<file path="src/rtl/ahb_spi_pkg.sv">
// Shared register map, bit positions and FSM encoding for the AHB SPI master.
// Latency: n/a (declarations only).
// Backpressure: n/a.
package ahb_spi_pkg;

  // Register word offsets (HADDR[3:2])
  localparam logic [1:0] REG_DATA   = 2'd0;
  localparam logic [1:0] REG_CTRL   = 2'd1;
  localparam logic [1:0] REG_STATUS = 2'd2;
  localparam logic [1:0] REG_RSVD   = 2'd3;

  // CTRL bit positions
  localparam int CTRL_EN      = 0;
  localparam int CTRL_IE      = 1;
  localparam int CTRL_CS      = 2;
  localparam int CTRL_DIV_LSB = 8;

  // STATUS bit positions
  localparam int STAT_BUSY = 0;
  localparam int STAT_DONE = 1;
  localparam int STAT_OVR  = 2;

  // A byte is 16 half-periods of sclk; index of the final one
  localparam logic [3:0] LAST_HALF = 4'd15;

  typedef enum logic {
    ST_IDLE  = 1'b0,
    ST_SHIFT = 1'b1
  } spi_state_t;

endpackage

</file>
<file path="src/rtl/spi_shift_engine.sv">
// Mode-0 SPI byte shifter: MSB first, half-period of (div+1) clocks, div latched at start.
// Latency: busy the cycle after start, done pulses in the last of 16*(div+1) busy cycles.
// Backpressure: start is ignored while busy; abort drops the transfer without done.
module spi_shift_engine
  import ahb_spi_pkg::*;
(
  input  logic       clk,
  input  logic       rst_n,
  input  logic       start,
  input  logic       abort,
  input  logic [7:0] div,
  input  logic [7:0] tx_byte,
  input  logic       spi_miso,
  output logic       busy,
  output logic       done,
  output logic [7:0] rx_byte,
  output logic       spi_sclk,
  output logic       spi_mosi
);

  spi_state_t state_q, state_d;
  logic [7:0] div_lat;
  logic [7:0] div_cnt;
  logic [3:0] hp_cnt;
  logic [7:0] tx_sh;
  logic [7:0] rx_sh;
  logic       hp_end;
  logic       last_end;

  assign hp_end   = (div_cnt == div_lat);
  assign last_end = hp_end && (hp_cnt == LAST_HALF);
  assign rx_byte  = rx_sh;

  // State register
  always_ff @(posedge clk or negedge rst_n) begin
    if (!rst_n) state_q <= ST_IDLE;
    else        state_q <= state_d;
  end

  // Next state: start from idle, leave on abort or after the 16th half-period
  always_comb begin
    state_d = state_q;
    case (state_q)
      ST_IDLE:  if (start) state_d = ST_SHIFT;
      ST_SHIFT: if (abort || last_end) state_d = ST_IDLE;
      default:  state_d = ST_IDLE;
    endcase
  end

  // Outputs: abort suppresses the completion pulse
  always_comb begin
    busy = (state_q == ST_SHIFT);
    done = busy && !abort && last_end;
  end

  // Timing and shift datapath: rising sclk samples miso, falling sclk advances mosi
  always_ff @(posedge clk or negedge rst_n) begin
    if (!rst_n) begin
      div_lat  <= '0;
      div_cnt  <= '0;
      hp_cnt   <= '0;
      tx_sh    <= '0;
      rx_sh    <= '0;
      spi_sclk <= 1'b0;
      spi_mosi <= 1'b0;
    end else if ((state_q == ST_IDLE) && start) begin
      div_lat  <= div;
      div_cnt  <= '0;
      hp_cnt   <= '0;
      tx_sh    <= tx_byte;
      rx_sh    <= '0;
      spi_sclk <= 1'b0;
      spi_mosi <= tx_byte[7];
    end else if (state_q == ST_SHIFT) begin
      if (abort) begin
        spi_sclk <= 1'b0;
        div_cnt  <= '0;
      end else if (hp_end) begin
        div_cnt  <= '0;
        hp_cnt   <= hp_cnt + 4'd1;
        spi_sclk <= ~spi_sclk;
        if (!spi_sclk) begin
          rx_sh <= {rx_sh[6:0], spi_miso};
        end else begin
          tx_sh    <= {tx_sh[6:0], 1'b0};
          spi_mosi <= tx_sh[6];
        end
      end else begin
        div_cnt <= div_cnt + 8'd1;
      end
    end
  end

endmodule

</file>
<file path="src/rtl/ahb_spi_master.sv">
// AHB-Lite slave exposing DATA/CTRL/STATUS registers in front of a mode-0 SPI byte engine.
// Latency: zero wait states; register writes act in the data phase, reads return in the data phase.
// Backpressure: none on the bus (HREADYOUT=1); DATA writes while busy are dropped and flag OVR.
module ahb_spi_master
  import ahb_spi_pkg::*;
#(
  parameter logic [7:0] RST_DIV = 8'd3
) (
  input  logic        HCLK,
  input  logic        HRESETn,
  input  logic        HSEL,
  input  logic        HREADY,
  input  logic [31:0] HADDR,
  input  logic [1:0]  HTRANS,
  input  logic        HWRITE,
  input  logic [2:0]  HSIZE,
  input  logic [31:0] HWDATA,
  output logic [31:0] HRDATA,
  output logic        HREADYOUT,
  output logic        spi_sclk,
  output logic        spi_mosi,
  output logic        spi_cs_n,
  input  logic        spi_miso,
  output logic        spi_irq
);

  logic       ap_vld, ap_write;
  logic [1:0] ap_addr;
  logic       ctrl_en, ctrl_ie, ctrl_cs;
  logic [7:0] ctrl_div;
  logic       done_q, ovr_q;
  logic [7:0] rx_q;
  logic       eng_busy, eng_done, eng_start, eng_abort;
  logic [7:0] eng_rx;
  logic       data_wr, ctrl_wr, stat_wr, rd_en, en_next;
  logic       unused_bits;

  // Size, sub-word address bits, sequential/non-seq and upper write data carry no meaning here
  assign unused_bits = ^{HSIZE, HADDR[31:4], HADDR[1:0], HTRANS[0], HWDATA[31:16]};

  assign data_wr   = ap_vld && ap_write && (ap_addr == REG_DATA);
  assign ctrl_wr   = ap_vld && ap_write && (ap_addr == REG_CTRL);
  assign stat_wr   = ap_vld && ap_write && (ap_addr == REG_STATUS);
  assign rd_en     = ap_vld && !ap_write;
  // Abort follows the EN value being written so the engine stops as EN reads back 0
  assign en_next   = ctrl_wr ? HWDATA[CTRL_EN] : ctrl_en;
  assign eng_start = data_wr && ctrl_en && !eng_busy;
  assign eng_abort = !en_next;

  assign HREADYOUT = 1'b1;
  assign spi_cs_n  = ~ctrl_cs;
  assign spi_irq   = done_q & ctrl_ie;

  // Address phase capture
  always_ff @(posedge HCLK or negedge HRESETn) begin
    if (!HRESETn) begin
      ap_vld   <= 1'b0;
      ap_write <= 1'b0;
      ap_addr  <= REG_DATA;
    end else if (HREADY) begin
      ap_vld   <= HSEL && HTRANS[1];
      ap_write <= HWRITE;
      ap_addr  <= HADDR[3:2];
    end
  end

  // CTRL register
  always_ff @(posedge HCLK or negedge HRESETn) begin
    if (!HRESETn) begin
      ctrl_en  <= 1'b0;
      ctrl_ie  <= 1'b0;
      ctrl_cs  <= 1'b0;
      ctrl_div <= RST_DIV;
    end else if (ctrl_wr) begin
      ctrl_en  <= HWDATA[CTRL_EN];
      ctrl_ie  <= HWDATA[CTRL_IE];
      ctrl_cs  <= HWDATA[CTRL_CS];
      ctrl_div <= HWDATA[CTRL_DIV_LSB +: 8];
    end
  end

  // STATUS flags and RX holding register; hardware DONE set beats software clear
  always_ff @(posedge HCLK or negedge HRESETn) begin
    if (!HRESETn) begin
      done_q <= 1'b0;
      ovr_q  <= 1'b0;
      rx_q   <= '0;
    end else begin
      if (eng_done)                        done_q <= 1'b1;
      else if (stat_wr && HWDATA[STAT_DONE]) done_q <= 1'b0;
      if (data_wr && ctrl_en && eng_busy)  ovr_q <= 1'b1;
      else if (stat_wr && HWDATA[STAT_OVR])  ovr_q <= 1'b0;
      if (eng_done) rx_q <= eng_rx;
    end
  end

  // Read data mux for the data phase
  always_comb begin
    HRDATA = '0;
    if (rd_en) begin
      case (ap_addr)
        REG_DATA:   HRDATA[7:0] = rx_q;
        REG_CTRL: begin
          HRDATA[CTRL_EN]            = ctrl_en;
          HRDATA[CTRL_IE]            = ctrl_ie;
          HRDATA[CTRL_CS]            = ctrl_cs;
          HRDATA[CTRL_DIV_LSB +: 8]  = ctrl_div;
        end
        REG_STATUS: begin
          HRDATA[STAT_BUSY] = eng_busy;
          HRDATA[STAT_DONE] = done_q;
          HRDATA[STAT_OVR]  = ovr_q;
        end
        default:    HRDATA = '0;
      endcase
    end
  end

  spi_shift_engine u_engine (
    .clk      (HCLK),
    .rst_n    (HRESETn),
    .start    (eng_start),
    .abort    (eng_abort),
    .div      (ctrl_div),
    .tx_byte  (HWDATA[7:0]),
    .spi_miso (spi_miso),
    .busy     (eng_busy),
    .done     (eng_done),
    .rx_byte  (eng_rx),
    .spi_sclk (spi_sclk),
    .spi_mosi (spi_mosi)
  );

endmodule

</file>
<file path="config.mk">
export PLATFORM = sky130hd
export DESIGN_NAME = ahb_spi_master
export DESIGN_NICKNAME = d
export VERILOG_FILES = /design/src/rtl/ahb_spi_pkg.sv /design/src/rtl/spi_shift_engine.sv /design/src/rtl/ahb_spi_master.sv
export SDC_FILE = /design/constraint.sdc
export NUM_CORES = 1
export LEC_CHECK = 0
export ABC_AREA = 1
export CAP_MARGIN = 40
export CORE_MARGIN = 3
export CORE_UTILIZATION = 42
export DETAILED_ROUTE_END_ITERATION = 6
export PLACE_DENSITY = 0.78
export SYNTH_ARGS = -nofsm -noshare
export SYNTH_HDL_FRONTEND = slang
export SYNTH_SLANG_ARGS = --single-unit
</file>
<file path="constraint.sdc">
create_clock -name HCLK -period 1.4 [get_ports HCLK]
set_input_delay 0.14 -clock HCLK [delete_from_list [all_inputs] [get_ports HCLK]]
set_output_delay 0.14 -clock HCLK [all_outputs]
set_load 0.01 [all_outputs]
</file>
==> results.cfg, run 1 <==
[yosys]
syn_avg_cell_area_sq_um = 7.66
synth_top_flop_cell = dfrtp_1
synth_seq_cells = 63
yosysMostFrequentCell = nand2_1
async_reset_ff_share_pct = 100
synth_edf_count = 0
ys_warn_count = 0
ys_top_cells_by_count = 163 x nand2_1, 61 x dfrtp_1, 49 x inv_1, 30 x nor2_1, 24 x nand3_1
synth.largest_area_cell = dfrtp_1
ys_seq_area_share_pct = 46.0
netlist_top_cells_area = dfrtp_1 44%, nand2_1 18%, inv_1 5.4%
synthesis.area_sq_mm = 0.00343
synth_cell_types = 30
netlist.area_leader.share_pct = 44.5
synth_cells = 448

[worst_hold_path]
min_path_type = primary input to asynchronous set/reset pin

[grt]
grt_pass1_wl_um = 15700
antenna_found_initial = 0
grtUsageTotal_pct = 22.1
grt_overflow_total = 0
grt_max_degree = 29
grt_pass1_vias = 3370

[placed_design]
pre_cts_ws_ns = -0.287
portBuffers = 44
gp_congestion = 0.853
post-dp-hpwl_um = 6070

[critical_path]
end_kind = register
worstPathMaxFanout = 3
cp.arrival_ns = 1.93
cp.required_ns = 1.62
r2r_end = u_engine.div_cnt[0]
path_class = register to register
crit_path_start_kind = register
r2r_cells = 8
timing.rr.start = u_engine.div_lat[0]
r2r_slack_ns = -0.31

[final_layout]
syn_to_final_growth_pct = 52.8
drive_above_1_share_pct = 41.6
finalNetCount = 635
antennaDiodeCount = 0

[status]
violations = negative setup slack
status = finished with violations

[cts]
h-tree-depth = 3
cts_max_path_buffers = 2
cts_tree = built
cts_root_buf = clkbuf_8
clk_latency_ns = 0.35
cts.reportedPaths.clkPinSlew_ns = 0.07
cts_buffers = 9
cts.sinks = 63

[timing]
timing.fmax_ghz = 0.585
setup_viol = 72
setup_ws_ns = -0.311
rsz0062_at_grt = true
final_max_slew_viol_count = 0
finalCritPeriodShare_pct = 122
clock_skew_ns = 0.0110
min_period_ns = 1.71
hold_viol = 0

[drt]
antenna_left = 0
finalWirelength_um = 11100
viasPerCell = 5.21
wl_per_cell_um = 16.6
drt_iter0_markers = 291
num_vias = 3466
dr.pass1.iters = 5
drc_errors = 0

[floorplan]
ioPinCount = 112
die_w_um = 96.4
initial_utilization_pct = 43.7
coreArea_sq_mm = 0.00785
rows = 32
dieArea_sq_mm = 0.00929
fp.dieH_um = 96.4

[pwr]
design_power_total_w = 0.00744
cellPowerDensity_mw_per_mm2 = 1420
vdd_drop_max_mv = 0.945
p_leak_nw = 2.71

[flow_run]
cap_violations = 0
[metrics by stage]
stage | hold WS, ns | utilization (%) | instances | area, sq um | setup TNS (ns)
2_1_floorplan | -0.156 | - | 463 | 3490 | 0
5_1_grt | 0.310 | 66.8 | 665 | 5240 | -18.09
6_report | 0.279 | 66.8 | 665 | 5240 | -13.58
4_1_cts | 0.277 | 61.8 | 661 | 4850 | -9.89
3_5_place_dp | 0.118 | 54.6 | 627 | 4290 | -10.91
3_3_place_gp | 0.110 | 54.6 | 627 | 4290 | -9.00
[routing by layer]
| metal | global-route usage [%] | vias to the layer above | part of all wire, % |
|---|---|---|---|
| met5 | 0 | - | 0 |
| li1 | - | 1594 | - |
| met2 | 40.3 | 156 | 53 |
| met3 | 5.11 | 44 | 5.4 |
| met4 | 10.5 | 0 | 3.8 |
| met1 | 24.1 | 1672 | 38 |
[critical path, stage by stage (launching register included)]
cell and delay [ns]:
dfrtp_1 0.44, buf_4 0.16, xnor2_1 0.16, nand2_1 0.10
nor2_1 0.19, nand2_2 0.17, buf_4 0.18, nand3_1 0.06
o21ai_0 0.11
[state kept, by name, indices dropped and copies added (netlist names), 2 cells and up]
register	flops
ap_addr	2
ctrl_div	8
rx_q	8
u_engine.div_cnt	8
u_engine.div_lat	8
u_engine.hp_cnt	4
u_engine.rx_byte	8
u_engine.tx_sh	7
[logic make-up after synthesis]
kind of cell / Yosys count / share of synthesized area, %
mux: 9 / 2.95
simple gates: 252 / 31.8
flops: 63 / 46.0
xor+xnor: 9 / 2.30
other cells: 2 / 0.219
fa+ha+maj: 2 / 0.729
buf+inv: 86 / 12.0
compound gates: 25 / 4.05
[cell type report]
type | instances | area (sq um)
clock buffers | 12 | 145
clock inverters | 4 | 70.1
fillers | 563 | 2610
inverters | 56 | 233
multi-input cells | 316 | 2020
flip-flops and latches | 63 | 1580
well taps | 102 | 128
repair buffers | 111 | 1060
repair inverters | 1 | 8.76
[cells in the final DEF, fill, tap and decap left out, drive strengths merged, types with 16 or more instances in the layout]
master and count:
conb 17, o21ai 19, nand2 169, buf 82, nand3 28, nor2 34
inv 56, dfrtp 61, clkdlybuf4s50 23, nand4 16
[where the power goes]
| part | switching (W) | internal [W] |
|---|---|---|
| sequential | 0.000427 | 0.00226 |
| clock | 0.000730 | 0.00105 |
| combinational | 0.00166 | 0.00132 |
| total | 0.00281 | 0.00463 |
[worst max-delay path by stage]
stage | slack (ns) | endpoint | start | cells after the start
2_1_floorplan | 0.04 | rx_q[0] | u_engine.hp_cnt[0] | 6
3_3_place_gp | -0.23 | u_engine.rx_byte[3] | HWDATA[0] | 8
3_5_place_dp | -0.29 | u_engine.rx_byte[2] | HWDATA[0] | 8
4_1_cts | -0.21 | HRDATA[2] | ap_addr[0] | 7
5_1_grt | -0.43 | HRDATA[0] | ap_addr[0] | 7
6_report | -0.31 | u_engine.div_cnt[0] | u_engine.div_lat[0] | 8
[repair_timing]
item / 4_1_cts / 5_1_grt
buffers inserted: 11 / 6
setup endpoints to repair: 72 / 75
hold endpoints to repair: 14 / 0
gates resized for setup: 142 / 111
hold buffers: 1 / 0
pin swaps: 20 / 37
gates cloned: 6 / 1
(Power assumes the default switching activity.)
==> inputs of run 2 (changes only) <==
--- a/config.mk
+++ b/config.mk
@@ -5,12 +5,12 @@
 export SDC_FILE = /design/constraint.sdc
 export NUM_CORES = 1
 export LEC_CHECK = 0
-export ABC_AREA = 1
 export CAP_MARGIN = 40
 export CORE_MARGIN = 3
 export CORE_UTILIZATION = 42
+export CTS_BUF_LIST = sky130_fd_sc_hd__clkbuf_8
 export DETAILED_ROUTE_END_ITERATION = 6
-export PLACE_DENSITY = 0.78
+export PLACE_DENSITY = 0.79
 export SYNTH_ARGS = -nofsm -noshare
 export SYNTH_HDL_FRONTEND = slang
 export SYNTH_SLANG_ARGS = --single-unit
==> results.cfg, run 2 <==
[status]
status = finished with violations
violations = negative setup slack

[timing]
setup_viol = 73
min_period_ns = 1.93
timing.fmax_ghz = 0.518
final_max_slew_viol_count = 0
clock_skew_ns = 0.00945
hold_viol = 0
rsz0062_at_grt = true
finalCritPeriodShare_pct = 138
setup_ws_ns = -0.531

[final_layout]
finalNetCount = 502
final_common_cell = dfrtp_1
syn_to_final_growth_pct = 50.1
antennaDiodeCount = 0
final_cell_mix = 61 x dfrtp_1, 51 x nand2_1, 46 x buf_4
layoutNonFillerInstCount = 529
drive_above_1_share_pct = 42.8
final_area_sq_mm = 0.00475

[cts]
cts.sinks = 63
cts_buffers = 9
clk_latency_ns = 0.35
cts.reportedPaths.clkPinSlew_ns = 0.07
cts_tree = built
cts_max_path_buffers = 2
h-tree-depth = 3
cts_root_buf = clkbuf_8

[worst_hold_path]
min_path_type = primary input to asynchronous set/reset pin

[critical_path]
cp_top_family = simple AND/OR/NAND/NOR gates
cp.required_ns = 1.63
cp.arrival_ns = 2.16
critPathMaxStageDelay_ns = 0.43
crit_path_start_kind = register
cp_cell_sequence = xnor2_1, nand4_1, or2_1, or3_4, mux2_4
timing.rr.start = u_engine.div_cnt[6]
startpoint = u_engine.div_cnt[6]
worstPathMaxFanout = 9
path_class = register to register
cp_slowest_cell = or3_4
end_kind = register
cp_num_buf_inv = 0

[placed_design]
pre_cts_ws_ns = -0.515
dp.cells = 489
placed_cell_area_sq_mm = 0.00403
portBuffers = 44
post-dp-hpwl_um = 5220
gp_congestion = 0.876

[floorplan]
rows = 31
ioPinCount = 112
die_w_um = 92.9
fp.dieH_um = 92.9
coreArea_sq_mm = 0.00729
initial_utilization_pct = 43.4
dieArea_sq_mm = 0.00862

[yosys]
async_reset_ff_share_pct = 100
netlist_top_cells_area = dfrtp_1 48%, nand2_1 7.2%, mux2_2 5.0%
ys_warn_count = 0
synth_cells = 310
synth_edf_count = 0
ys_top_cells_by_count = 61 x dfrtp_1, 61 x nand2_1, 17 x buf_4, 15 x and2_1
synth.largest_area_cell = dfrtp_1
synthesis.area_sq_mm = 0.00317
synth_cell_types = 42
ys_seq_area_share_pct = 49.8
synth_seq_cells = 63
synth_top_flop_cell = dfrtp_1
netlist.area_leader.share_pct = 48.2
syn_avg_cell_area_sq_um = 10.2

[grt]
grtUsageTotal_pct = 18.8
grt_pass1_vias = 2667
antenna_found_initial = 0
grt_max_degree = 64
grt_pass1_wl_um = 12600
grt_overflow_total = 0

[drt]
drt_iter0_markers = 195
drc_errors = 0
num_vias = 2725
antenna_left = 0
finalWirelength_um = 8690
wl_per_cell_um = 16.4
dr.pass1.iters = 4
viasPerCell = 5.15

[pwr]
clock_power_share_pct = 25.7
comb_power_share_pct = 32.8
cellPowerDensity_mw_per_mm2 = 1430
p_sw_share_pct = 32.2
p_sw_w = 0.00219
design_power_total_w = 0.00678
vdd_drop_max_mv = 1.01
p_leak_nw = 2.26
p_int_w = 0.00459
pwr-share-seq_pct = 41.5

[flow_run]
cap_violations = 0
run 2: path summary, 6_finish.rpt:
| check | end | slack [ns] | depth (start not counted) |
|---|---|---|---|
| max | rx_q[0] | -0.53 | 5 |
| min | ctrl_cs | 0.34 | 3 |
| max reg2reg | rx_q[0] | -0.53 | 5 |
| min reg2reg | rx_q[5] | 0.50 | 1 |
| max in group asynchronous | ctrl_div[0] | 0.74 | 3 |
| min in group HCLK | u_engine.rx_byte[0] | 0.38 | 3 |
run 2: final cells by class:
class	count	area [sq um]
clock buffers	10	138
fillers	526	2540
inverters	3	11.3
clock inverters	6	77.6
flip-flops and latches	63	1580
multi-input cells	229	1700
repair buffers	119	1130
well taps	99	124
run 2: timing repair:
item                                    in CTS  in global routing
endpoints found under the setup margin      66                 64
gates resized for setup                    111                 61
gates cloned                                 1                  1
hold buffers                                 1                  0
buffers inserted                            11                 12
pin swaps                                   17                 17
hold endpoints to repair                    61                  0
run 2: worst register-to-register path, stage by stage, from the launching register on:
cell	delay, ns
dfrtp_1	0.41
xnor2_1	0.22
nand4_1	0.16
or2_1	0.27
or3_4	0.43
mux2_4	0.33
run 2: through the flow:
stage / hold WS (ns) / TNS, ns / util (%)
6_report: 0.335 / -25.78 / 65.2
3_5_place_dp: 0.180 / -23.03 / 55.3
4_1_cts: 0.340 / -23.36 / 61.0
5_1_grt: 0.371 / -29.92 / 65.2
3_3_place_gp: 0.177 / -22.05 / 55.3
2_1_floorplan: -0.156 / -15.10 / -
run 2: logic make-up (layout without fill, tap and decap cells):
family	after synthesis	count (layout)	synth area share, %
and+or+nand+nor	127	127	19.7
DFF	63	63	49.8
AOI/OAI and AO/OA	42	42	8.49
muxes	33	33	12.2
buffers and inverters	33	138	6.48
xor gates and xnor gates	8	8	2.21
adders and majority gates	2	2	0.790
other	2	17	0.237
run 2: power by group through the flow:
stage	logic, W	clock network, W	registers (W)
after global routing	0.00244	0.00185	0.00286
after CTS	0.00199	0.00177	0.00276
after global placement	0.00176	0	0.00274
after floorplan	0.00108	0	0.00272
final	0.00222	0.00174	0.00281
after detailed placement	0.00185	0	0.00277
run 2: per-layer routing:
metal	up-vias	track usage [%]	wire, um
li1	1261	-	-
met1	1357	22.4	3390
met2	88	32.5	4690
met3	19	3.17	404
met4	0	10.0	203
met5	-	0	0
==> inputs of run 3 (changes only) <==
--- a/config.mk
+++ b/config.mk
@@ -7,10 +7,11 @@
 export LEC_CHECK = 0
 export CAP_MARGIN = 40
 export CORE_MARGIN = 3
-export CORE_UTILIZATION = 42
+export CORE_UTILIZATION = 23
 export CTS_BUF_LIST = sky130_fd_sc_hd__clkbuf_8
 export DETAILED_ROUTE_END_ITERATION = 6
-export PLACE_DENSITY = 0.79
+export PLACE_DENSITY = 0.49
+export SLEW_MARGIN = 40
 export SYNTH_ARGS = -nofsm -noshare
 export SYNTH_HDL_FRONTEND = slang
 export SYNTH_SLANG_ARGS = --single-unit
==> results.cfg, run 3 (synthesis gave the netlist of run 2 again) <==
[status]
status = finished with violations
violations = negative setup slack

[grt]
grtUsageTotal_pct = 11.4
grt_pass1_vias = 2670
grt_max_degree = 29
grt_overflow_total = 0
grt_pass1_wl_um = 13500
antenna_found_initial = 0

[final_layout]
finalNetCount = 512
drive_above_1_share_pct = 47.0
syn_to_final_growth_pct = 61.0
final_cell_mix = 61 x dfrtp_1, 48 x nand2_1, 47 x buf_4
final_common_cell = dfrtp_1
antennaDiodeCount = 0

[drt]
finalWirelength_um = 9120
drc_errors = 0
drt_iter0_markers = 175
dr.pass1.iters = 4
viasPerCell = 4.37
num_vias = 2689
antenna_left = 0
wl_per_cell_um = 14.8

[flow_run]
cap_violations = 0

[pwr]
cellPowerDensity_mw_per_mm2 = 1390
p_sw_share_pct = 34.2
p_sw_w = 0.00242
p_leak_nw = 2.37
vdd_drop_max_mv = 0.678
comb_power_share_pct = 37.6
p_int_w = 0.00466
design_power_total_w = 0.00707
pwr-share-seq_pct = 39.5
clock_power_share_pct = 22.9

[timing]
hold-worst-slack_ns = 0.220
timing.fmax_ghz = 0.509
final_max_slew_viol_count = 0
clock_skew_ns = 0.0139
finalCritPeriodShare_pct = 140
setup_ws_ns = -0.565
rsz0062_at_grt = true
min_period_ns = 1.96
setup_viol = 73
hold_viol = 0

[critical_path]
cp_slowest_cell = or3_4
path_class = register to register
cp_cell_sequence = buf_6, nand4b_1, mux2_4, nand2_4, or3_4, buf_6, mux2_4
cp_top_family = simple AND/OR/NAND/NOR gates
cp.required_ns = 1.64
critPathMaxStageDelay_ns = 0.42
worstPathMaxFanout = 5
crit_path_start_kind = register
end_kind = register
cp_num_buf_inv = 2
cp.arrival_ns = 2.21

[cts]
cts.reportedPaths.clkPinSlew_ns = 0.09
cts.sinks = 63
cts_buffers = 9
h-tree-depth = 3
cts_max_path_buffers = 2
clk_latency_ns = 0.36
cts_root_buf = clkbuf_8
cts_tree = built

[floorplan]
ioPinCount = 112
rows = 42
fp.dieH_um = 123
dieArea_sq_mm = 0.0152
coreArea_sq_mm = 0.0133
die_w_um = 123
initial_utilization_pct = 23.7

[worst_hold_path]
min_path_type = primary input to asynchronous set/reset pin

[placed_design]
gp_congestion = 0.796
portBuffers = 44
post-dp-hpwl_um = 5560
[run 3: final cells by class]
cell class,count,area [sq um]
multi-input combinational,230,1810
clock buffer,9,124
timing repair buffer,128,1280
fill,1305,8250
sequential,63,1580
inverter,3,11.3
clock inverter,7,75.1
tap,176,220
[run 3: final timing paths]
path                                      from             endpoint  slack, ns  cells past startpoint
max                                   ap_write              rx_q[3]      -0.56                      7
min                                    HRESETn              rx_q[5]       0.22                      2
max reg2reg                           ap_write              rx_q[3]      -0.56                      7
min reg2reg                u_engine.rx_byte[7]              rx_q[7]       0.50                      1
max in group asynchronous              HRESETn          ctrl_div[0]       0.65                      3
min in group HCLK                     spi_miso  u_engine.rx_byte[0]       0.37                      3
[run 3: through the flow]
step                cell area, sq um  setup TNS [ns]  worst slack, ns  utilization [%]  instances
finish                          5100          -24.64           -0.565             38.2        616
global route                    5100          -29.57           -0.621             38.2        616
CTS                             4710          -23.08           -0.565             35.3        601
detailed placement              4150          -25.00           -0.563             31.1        563
global placement                4150          -24.43           -0.518             31.1        563
floorplan                       3310          -15.10           -0.570                -        325
[run 3: repair_timing]
item                       CTS  global route
setup endpoints to repair   67            73
hold buffers                 1             0
pin swaps                   31            33
setup buffers               18            16
hold endpoints to repair    22             0
gates cloned                 3             3
gates resized for setup    146            71
[run 3: worst reg2reg max path, cell delays in order (launching register included)]
cell and delay [ns]:
dfrtp_1 0.39, buf_6 0.11, nand4b_1 0.16, mux2_4 0.27
nand2_4 0.06, or3_4 0.42, buf_6 0.16, mux2_4 0.29
[run 3: metal layers]
metal	up-vias	wire length (um)	GRT usage, %
met3	17	394	2.84
met2	60	4410	18.8
met4	0	178	3.74
li1	1287	-	-
met5	-	0	0
met1	1325	4140	14.8
[run 3: power by group through the flow]
stage	combinational (W)	sequential, W	clock (W)
2_1_floorplan	0.00108	0.00272	0
3_3_place_gp	0.00184	0.00275	0
3_5_place_dp	0.00189	0.00277	0
4_1_cts	0.00234	0.00275	0.00165
5_1_grt	0.00291	0.00287	0.00174
6_report	0.00266	0.00280	0.00162
